==> src/rtl/tx_sched.sv <==
// Round-robin scheduler feeding a parallel-load serial TX buffer.
// Each granted byte gets one load cycle, NBITS shift cycles, then GAP idle cycles.
module tx_sched #(
    parameter int NBITS = 8,
    parameter int GAP   = 1
) (
    input  logic             clk,
    input  logic             rst,
    input  logic             req0_valid,
    input  logic [NBITS-1:0] req0_data,
    output logic             req0_ready,
    input  logic             req1_valid,
    input  logic [NBITS-1:0] req1_data,
    output logic             req1_ready,
    input  logic             hold,
    output logic [NBITS-1:0] buf_din,
    output logic             buf_load,
    output logic             buf_en,
    output logic             busy,
    output logic             grant_id,
    output logic             done
);
    // Counters keep at least one bit so NBITS=1 / GAP=0 still elaborate.
    localparam int CW = (NBITS > 1) ? $clog2(NBITS) : 1;
    localparam int GW = (GAP > 0) ? $clog2(GAP + 1) : 1;
    localparam logic [CW-1:0] CNT_LAST = CW'(NBITS - 1);
    localparam logic [GW-1:0] GAP_LAST = GW'((GAP > 0) ? GAP - 1 : 0);

    typedef enum logic [1:0] {S_IDLE, S_LOAD, S_SHIFT, S_GAP} state_t;

    state_t        state, state_nxt;
    logic [CW-1:0] cnt, cnt_nxt;
    logic [GW-1:0] gcnt, gcnt_nxt;
    logic          last_grant;
    logic          win;
    logic          hs;

    // Tie goes to whoever was not served last.
    always_comb begin
        win = (req0_valid && req1_valid) ? ~last_grant : req1_valid;
        hs  = (state == S_IDLE) && (req0_valid || req1_valid) && !rst;
    end

    assign req0_ready = hs && !win;
    assign req1_ready = hs && win;

    assign buf_load = (state == S_LOAD);
    assign buf_en   = (state == S_SHIFT) && !hold;
    assign done     = buf_en && (cnt == CNT_LAST);
    assign busy     = (state != S_IDLE);

    always_comb begin
        state_nxt = state;
        cnt_nxt   = cnt;
        gcnt_nxt  = gcnt;
        case (state)
            S_IDLE: begin
                if (hs) state_nxt = S_LOAD;
            end
            S_LOAD: begin
                state_nxt = S_SHIFT;
                cnt_nxt   = '0;
            end
            S_SHIFT: begin
                if (buf_en) begin
                    if (cnt == CNT_LAST) begin
                        cnt_nxt   = '0;
                        gcnt_nxt  = '0;
                        state_nxt = (GAP == 0) ? S_IDLE : S_GAP;
                    end else begin
                        cnt_nxt = cnt + 1'b1;
                    end
                end
            end
            S_GAP: begin
                if (gcnt == GAP_LAST) begin
                    gcnt_nxt  = '0;
                    state_nxt = S_IDLE;
                end else begin
                    gcnt_nxt = gcnt + 1'b1;
                end
            end
            default: state_nxt = S_IDLE;
        endcase
    end

    always_ff @(posedge clk or posedge rst) begin
        if (rst) begin
            state      <= S_IDLE;
            cnt        <= '0;
            gcnt       <= '0;
            last_grant <= 1'b1;
            buf_din    <= '0;
            grant_id   <= 1'b0;
        end else begin
            state <= state_nxt;
            cnt   <= cnt_nxt;
            gcnt  <= gcnt_nxt;
            if (hs) begin
                buf_din    <= win ? req1_data : req0_data;
                grant_id   <= win;
                last_grant <= win;
            end
        end
    end
endmodule

==> config.mk <==
export PLATFORM = sky130hd
export DESIGN_NAME = tx_sched
export DESIGN_NICKNAME = d
export VERILOG_FILES = /design/src/rtl/tx_sched.sv
export SDC_FILE = /design/constraint.sdc
export NUM_CORES = 1
export LEC_CHECK = 0
export CORE_ASPECT_RATIO = 1.4
export CORE_MARGIN = 8
export CORE_UTILIZATION = 44
export DETAILED_ROUTE_END_ITERATION = 12
export PLACE_DENSITY = 0.83
export SLEW_MARGIN = 10
export SYNTH_ARGS = -nofsm -noshare
export SYNTH_HDL_FRONTEND = slang
export SYNTH_SLANG_ARGS = --single-unit
==> constraint.sdc <==
create_clock -name clk -period 4.2 [get_ports clk]
set_input_delay 0.84 -clock clk [delete_from_list [all_inputs] [get_ports clk]]
set_output_delay 0.84 -clock clk [all_outputs]
set_load 0.02 [all_outputs]
==> run_results.csv, run 1 <==
group,metric,value,unit
timing,timing.clock.skew,0.00476,ns
critical_path,crit_fanout,11,
die,placeableCoreArea,0.00176,sq mm
grt,grt_start_max_net_pins,16,
drt,detail_route.drc_violations,0,
cts,cts_hold_buf,0,
timing,setup-tns-final,0,ns
timing,max-slew-margin-rel,0.620,
die,die_h,66.9,um
final_layout,fraction_of_layout_instances_using_a_drive_strength_above_1,0.0841,
critical_path,critical_path.most_common_cell,"sky130_fd_sc_hd__clkdlybuf4s50_1",
timing,setup_viol,0,
critical_path,worst-endpoint-arrival,2.43,ns
pwr,pwr_density_cell,644,mW/mm^2
synthesis,ys_warn_count,0,
synthesis,synth_seq_area_share,0.463,
pwr,leakage,0.543,nW
critical_path,start_kind,"primary input",
die,std_cell_rows,18,
grt,antenna_found_initial,0,
drt,drt.antenna.violating_nets,0,
grt,grt_remaining_overflow,0,
die,start_util,0.463,
drt,routed-via-count,692,
drt,detail_route.vias_per_cell,5.45,
timing,slew_of_the_pin_with_the_lowest_slew_margin,0.570,ns
critical_path,critPathKind,"primary input to output port",
timing,layout_worst_path_cycle_share,0.778,
die,num_io_pins,36,
final_layout,nNetsFinal,135,
timing,unrepaired_setup_endpoints_after_global_routing,"no",
die,floorplan.die_area,0.00350,sq mm
cts,h_tree_level_count,1,
grt,wire_length_of_the_first_global_routing_pass,3310,um
timing,maxSlewViolCount,0,
drt,post_detailed_routing_wire_length,2100,um
timing,max_clock_freq,306,MHz
critical_path,timing.critical_path.slowest_cell_delay,0.64,ns
timing,final-hold-violation-count,0,
synthesis,postSynthCellCount,71,
die,chipWidth,52.3,um
cts,root_buffer,"sky130_fd_sc_hd__clkbuf_4",
grt,vias_in_the_first_global_route,734,
synthesis,synth_area,813,sq um
synthesis,synth_cell_types,24,
final_layout,layout_common_cells,"sky130_fd_sc_hd__clkdlybuf4s50_1 (35), sky130_fd_sc_hd__dfrtp_1 (14), sky130_fd_sc_hd__o21a_1 (8), sky130_fd_sc_hd__a221o_1 (8), sky130_fd_sc_hd__inv_1 (7)",
critical_path,required,3.36,ns
cts,tritoncts.num_buffers,3,
cts,clk_latency,0.27,ns
cts,ctsLongestPathBuffers,2,
drt,wl_per_cell,16.5,um
cts,cts_tree,"done",
final_layout,insertedDiodeCount,0,
critical_path,crit_path_cell_trace,"clkdlybuf4s50_1, nor2b_4, and3_2, clkdlybuf4s50_1",
status,status,"completed",
cts,cts.repair.resized,0,
run,max-cap-violations,0,
placement,port_buffers,35,
final_layout,layout_commonest_cell,"sky130_fd_sc_hd__clkdlybuf4s50_1",
drt,total_iterations_of_the_first_detailed_routing_run,4,
placement,place.detailed.hpwl,1710,um
cts,clk_transition_reported_paths,0.09,ns
min_path,hold_class,"register to register",
pwr,power.ir.vdd_worst,0.388,mV
critical_path,crit_path_top_delay_cell,"sky130_fd_sc_hd__clkdlybuf4s50_1",
timing,finalWorstPathRequiredPeriod,3.27,ns
final_layout,areaGrowthSynthToFinish,46.2,%
cts,post_cts_setup_repair_bufs,0,
cts,numClockSinks,15,
drt,drt-initial-drc-count,17,
synthesis,synth_nets,98,
synthesis,ys_seq_elements,15,
grt,grt_usage,0.125,
pwr,post-layout-total-power,765,uW
synthesis,syn_avg_cell_area,11.5,sq um
critical_path,worst_setup_path_end_kind,"output port",
placement,gp_routability_congestion,0.748,
[power by group]
group          switching [mW]  internal, mW  leakage, nW
Combinational           0.202         0.229        0.338
Clock                  0.0432        0.0352       0.0177
Sequential             0.0410         0.214        0.187
Total                   0.286         0.479        0.543
[path summary, 6_finish.rpt]
| kind | startpoint | end | slack, ns | cells after the start |
|---|---|---|---|---|
| worst max-delay path | rst | req1_ready | 0.93 | 4 |
| worst min-delay path | grant_id$_DFFE_PP0N_ | grant_id$_DFFE_PP0N_ | 0.49 | 1 |
| worst max register to register | state[0]$_DFFE_PP0P_ | buf_din[5]$_DFFE_PP0N_ | 2.56 | 5 |
| worst min register to register | grant_id$_DFFE_PP0N_ | grant_id$_DFFE_PP0N_ | 0.49 | 1 |
| max in group asynchronous | rst | buf_din[3]$_DFFE_PP0N_ | 2.79 | 2 |
| min in group asynchronous | rst | state[0]$_DFFE_PP0P_ | 1.03 | 2 |
[Yosys cell counts]
master | instances | share of area
sky130_fd_sc_hd__clkbuf_2 | 1 | 0.0061
sky130_fd_sc_hd__ha_1 | 6 | 0.092
sky130_fd_sc_hd__buf_6 | 2 | 0.028
sky130_fd_sc_hd__and3_4 | 1 | 0.014
sky130_fd_sc_hd__o21ai_0 | 1 | 0.0061
sky130_fd_sc_hd__a22o_1 | 1 | 0.011
sky130_fd_sc_hd__a21oi_1 | 1 | 0.0061
sky130_fd_sc_hd__nor2_1 | 3 | 0.014
sky130_fd_sc_hd__dfstp_2 | 1 | 0.032
sky130_fd_sc_hd__nor3_1 | 1 | 0.0061
sky130_fd_sc_hd__a22oi_1 | 1 | 0.0092
sky130_fd_sc_hd__inv_1 | 7 | 0.032
sky130_fd_sc_hd__nor2b_4 | 1 | 0.017
sky130_fd_sc_hd__nand2b_1 | 4 | 0.031
sky130_fd_sc_hd__a21o_1 | 3 | 0.028
sky130_fd_sc_hd__o21bai_1 | 1 | 0.0092
sky130_fd_sc_hd__a221o_1 | 8 | 0.098
sky130_fd_sc_hd__o21a_1 | 8 | 0.074
sky130_fd_sc_hd__a2bb2oi_1 | 1 | 0.011
sky130_fd_sc_hd__dfrtp_1 | 14 | 0.43
sky130_fd_sc_hd__a32o_1 | 1 | 0.012
sky130_fd_sc_hd__and3_2 | 1 | 0.0092
sky130_fd_sc_hd__nand2_1 | 2 | 0.0092
sky130_fd_sc_hd__mux2_2 | 1 | 0.014
[area by class of cell]
class	count	area (sq um)
Clock buffer	3	22.5
Clock inverter	1	5.00
Fill cell	148	568
Inverter	7	26.3
Multi-Input combinational cell	46	383
Sequential cell	15	377
Tap cell	20	25.0
Timing Repair Buffer	35	350
[state kept, by name, indices dropped and copies added, names as in the netlist]
register	cells
grant_id	1
last_grant	1
cnt	3
buf_din	8
state	2
[logic make-up (layout without fill, tap and decap cells)]
kind of cell / after synthesis / after routing / synth area share
multiplexers: 1 / 1 / 0.0138
adder cells (fa/ha/maj): 6 / 6 / 0.0923
flip-flops: 15 / 15 / 0.463
AND/OR/NAND/NOR: 13 / 13 / 0.100
AO/OA/AOI/OAI: 26 / 26 / 0.265
buffers and inverters: 10 / 46 / 0.0662
[through the flow]
step	worst slack [ns]	hold slack (ns)	cells	utilization	instance area (sq um)
floorplan	2.08	0.470	71	-	813
global placement	0.948	0.461	123	0.661	1160
detailed placement	0.919	0.469	123	0.661	1160
CTS	0.920	0.491	127	0.677	1190
global route	0.866	0.518	127	0.677	1190
finish	0.932	0.495	127	0.677	1190
[worst max-delay path, delay by kind of cell]
kind	cells	cell delay, ns
buffers and inverters	2	1.12
and+or+nand+nor	2	0.46
[per-layer routing]
metal  wire (um)  global-route usage
met4          42              0.0584
met5           0                   0
met2        1160               0.225
met3         116              0.0290
met1         782               0.130
(Power assumes the default switching activity.)
==> run 2, diff against run 1 <==
CORE_UTILIZATION = 40   (was 44)
PLACE_DENSITY = 0.76   (was 0.83)
clock period = 3.1 ns   (was 4.2 ns; I/O delays follow)
==> run_results.csv, run 2 (same netlist as run 1, synthesis figures left out) <==
group,metric,value,unit
drt,drt-initial-drc-count,16,
drt,detail_route.vias_per_cell,5.41,
final_layout,area_used_by_multi_input_combinational_logic,383,sq um
die,std_cell_rows,19,
timing,setup_viol,0,
cts,numClockSinks,15,
final_layout,fin_util,0.610,
critical_path,critPathKind,"register to output port",
timing,layout_worst_path_cycle_share,0.917,
drt,detail_route.drc_violations,0,
timing,finalWorstPathRequiredPeriod,2.84,ns
critical_path,start_kind,"register",
final_layout,register_bank_with_the_most_flops,"buf_din",
timing,max_clock_freq,352,MHz
timing,final-hold-violation-count,0,
placement,number_of_placed_instances_with_taps_included,124,
min_path,hold_class,"register to register",
grt,vias_in_the_first_global_route,755,
placement,port_buffers,35,
die,floorplan.die_area,0.00375,sq mm
die,num_io_pins,36,
cts,tritoncts.num_buffers,3,
cts,cts.repair.resized,0,
final_layout,areaGrowthSynthToFinish,46.3,%
critical_path,reg2reg_slack,1.45,ns
cts,cts_hold_buf,0,
pwr,pwr_density_cell,874,mW/mm^2
drt,wl_per_cell,15.6,um
drt,post_detailed_routing_wire_length,2000,um
die,placeableCoreArea,0.00195,sq mm
timing,timing.hold.ws,0.510,ns
cts,clk_latency,0.29,ns
die,die_h,69.4,um
cts,post_cts_setup_repair_bufs,0,
cts,root_buffer,"sky130_fd_sc_hd__clkbuf_4",
grt,wire_length_of_the_first_global_routing_pass,3140,um
grt,grt_start_max_net_pins,16,
grt,grt_remaining_overflow,0,
placement,gp_routability_congestion,0.805,
final_layout,nNetsFinal,135,
final_layout,layout_commonest_cell,"sky130_fd_sc_hd__clkdlybuf4s50_1",
timing,timing.clock.skew,0.000777,ns
pwr,power.ir.vdd_worst,0.484,mV
cts,clk_transition_reported_paths,0.09,ns
final_layout,instances_no_fill,128,
timing,maxSlewViolCount,0,
placement,place.detailed.hpwl,1610,um
cts,cts_tree,"done",
final_layout,seqCellArea,377,sq um
timing,setup-tns-final,0,ns
final_layout,layout_common_cells,"sky130_fd_sc_hd__clkdlybuf4s50_1 (35), sky130_fd_sc_hd__dfrtp_1 (14), sky130_fd_sc_hd__o21a_1 (8), sky130_fd_sc_hd__a221o_1 (8), sky130_fd_sc_hd__inv_1 (7)",
critical_path,timing.critical_path.slowest_cell_delay,0.65,ns
drt,total_iterations_of_the_first_detailed_routing_run,2,
pwr,leakage,0.543,nW
final_layout,insertedDiodeCount,0,
cts,ctsLongestPathBuffers,2,
timing,post-route-worst-setup-slack,0.257,ns
timing,slew_of_the_pin_with_the_lowest_slew_margin,0.577,ns
final_layout,fraction_of_layout_instances_using_a_drive_strength_above_1,0.0841,
final_layout,top_regs,"buf_din: 8 flops, cnt: 3 flops, state: 2 flops",
grt,grt_usage,0.104,
grt,antenna_found_initial,0,
critical_path,worst-endpoint-arrival,2.22,ns
status,status,"completed",
final_layout,n_fill_cell,164,
critical_path,crit_path_top_delay_cell,"sky130_fd_sc_hd__clkdlybuf4s50_1",
critical_path,required,2.48,ns
timing,unrepaired_setup_endpoints_after_global_routing,"no",
critical_path,worst_setup_path_end_kind,"output port",
placement,dp_slack,0.245,ns
die,start_util,0.417,
critical_path,crit_path_cell_trace,"inv_1, ha_1, nor2b_4, and3_2, clkdlybuf4s50_1",
drt,routed-via-count,693,
cts,h_tree_level_count,1,
run,max-cap-violations,0,
timing,max-slew-margin-rel,0.614,
final_layout,largest_register_ff_count,8,
drt,drt.antenna.violating_nets,0,
critical_path,crit_fanout,11,
die,chipWidth,54.1,um
-- run 2: cell counts in the layout (fill, tap and decap cells not counted) --
Identical to the previous run, type by type.
-- run 2: worst paths after layout --
path	cells after the start	endpoint	startpoint
max in group asynchronous	2	last_grant$_DFFE_PP1N_	rst
min in group asynchronous	2	grant_id$_DFFE_PP0N_	rst
min reg2reg	1	cnt[1]$_DFFE_PP0P_	cnt[1]$_DFFE_PP0P_
min	1	cnt[1]$_DFFE_PP0P_	cnt[1]$_DFFE_PP0P_
max	5	req1_ready	state[0]$_DFFE_PP0P_
max reg2reg	5	buf_din[7]$_DFFE_PP0N_	state[0]$_DFFE_PP0P_
-- run 2: area by class of cell --
cell class              instances  area share
repair buffers                 35       0.294
inverters                       7      0.0221
multi-input cells              46       0.322
clock inverters                 1     0.00421
clock buffers                   3      0.0189
well taps                      21      0.0221
flip-flops and latches         15       0.317
-- run 2: critical path: cells and delay by family (launching register included) --
kind / cells / cell delay (ns)
AND/OR/NAND/NOR: 2 / 0.50
buffers and inverters: 2 / 0.76
flip-flops: 1 / 0.41
adder cells (fa/ha/maj): 1 / 0.26
-- run 2: metrics by stage --
stage               cell area (sq um)  power, mW
finish                           1190       1.04
global route                     1190       1.11
CTS                              1190       1.05
detailed placement               1160      0.937
global placement                 1160      0.922
floorplan                         813      0.708
-- run 2: where the power goes --
group / total [mW] / leakage [nW] / switching, mW / internal, mW
sequential: 0.341 / 0.187 / 0.0512 / 0.290
clock: 0.113 / 0.0177 / 0.0645 / 0.0480
combinational: 0.586 / 0.338 / 0.275 / 0.311
-- run 2: routing by layer --
layer / share of wire / vias to the layer above / wire length, um / track usage
met1: 0.39 / 332 / 790 / 0.103
met5: 0 / - / 0 / 0
li1: - / 330 / - / -
met4: 0.017 / 0 / 34 / 0.0495
met3: 0.096 / 5 / 192 / 0.0322
met2: 0.49 / 26 / 986 / 0.182
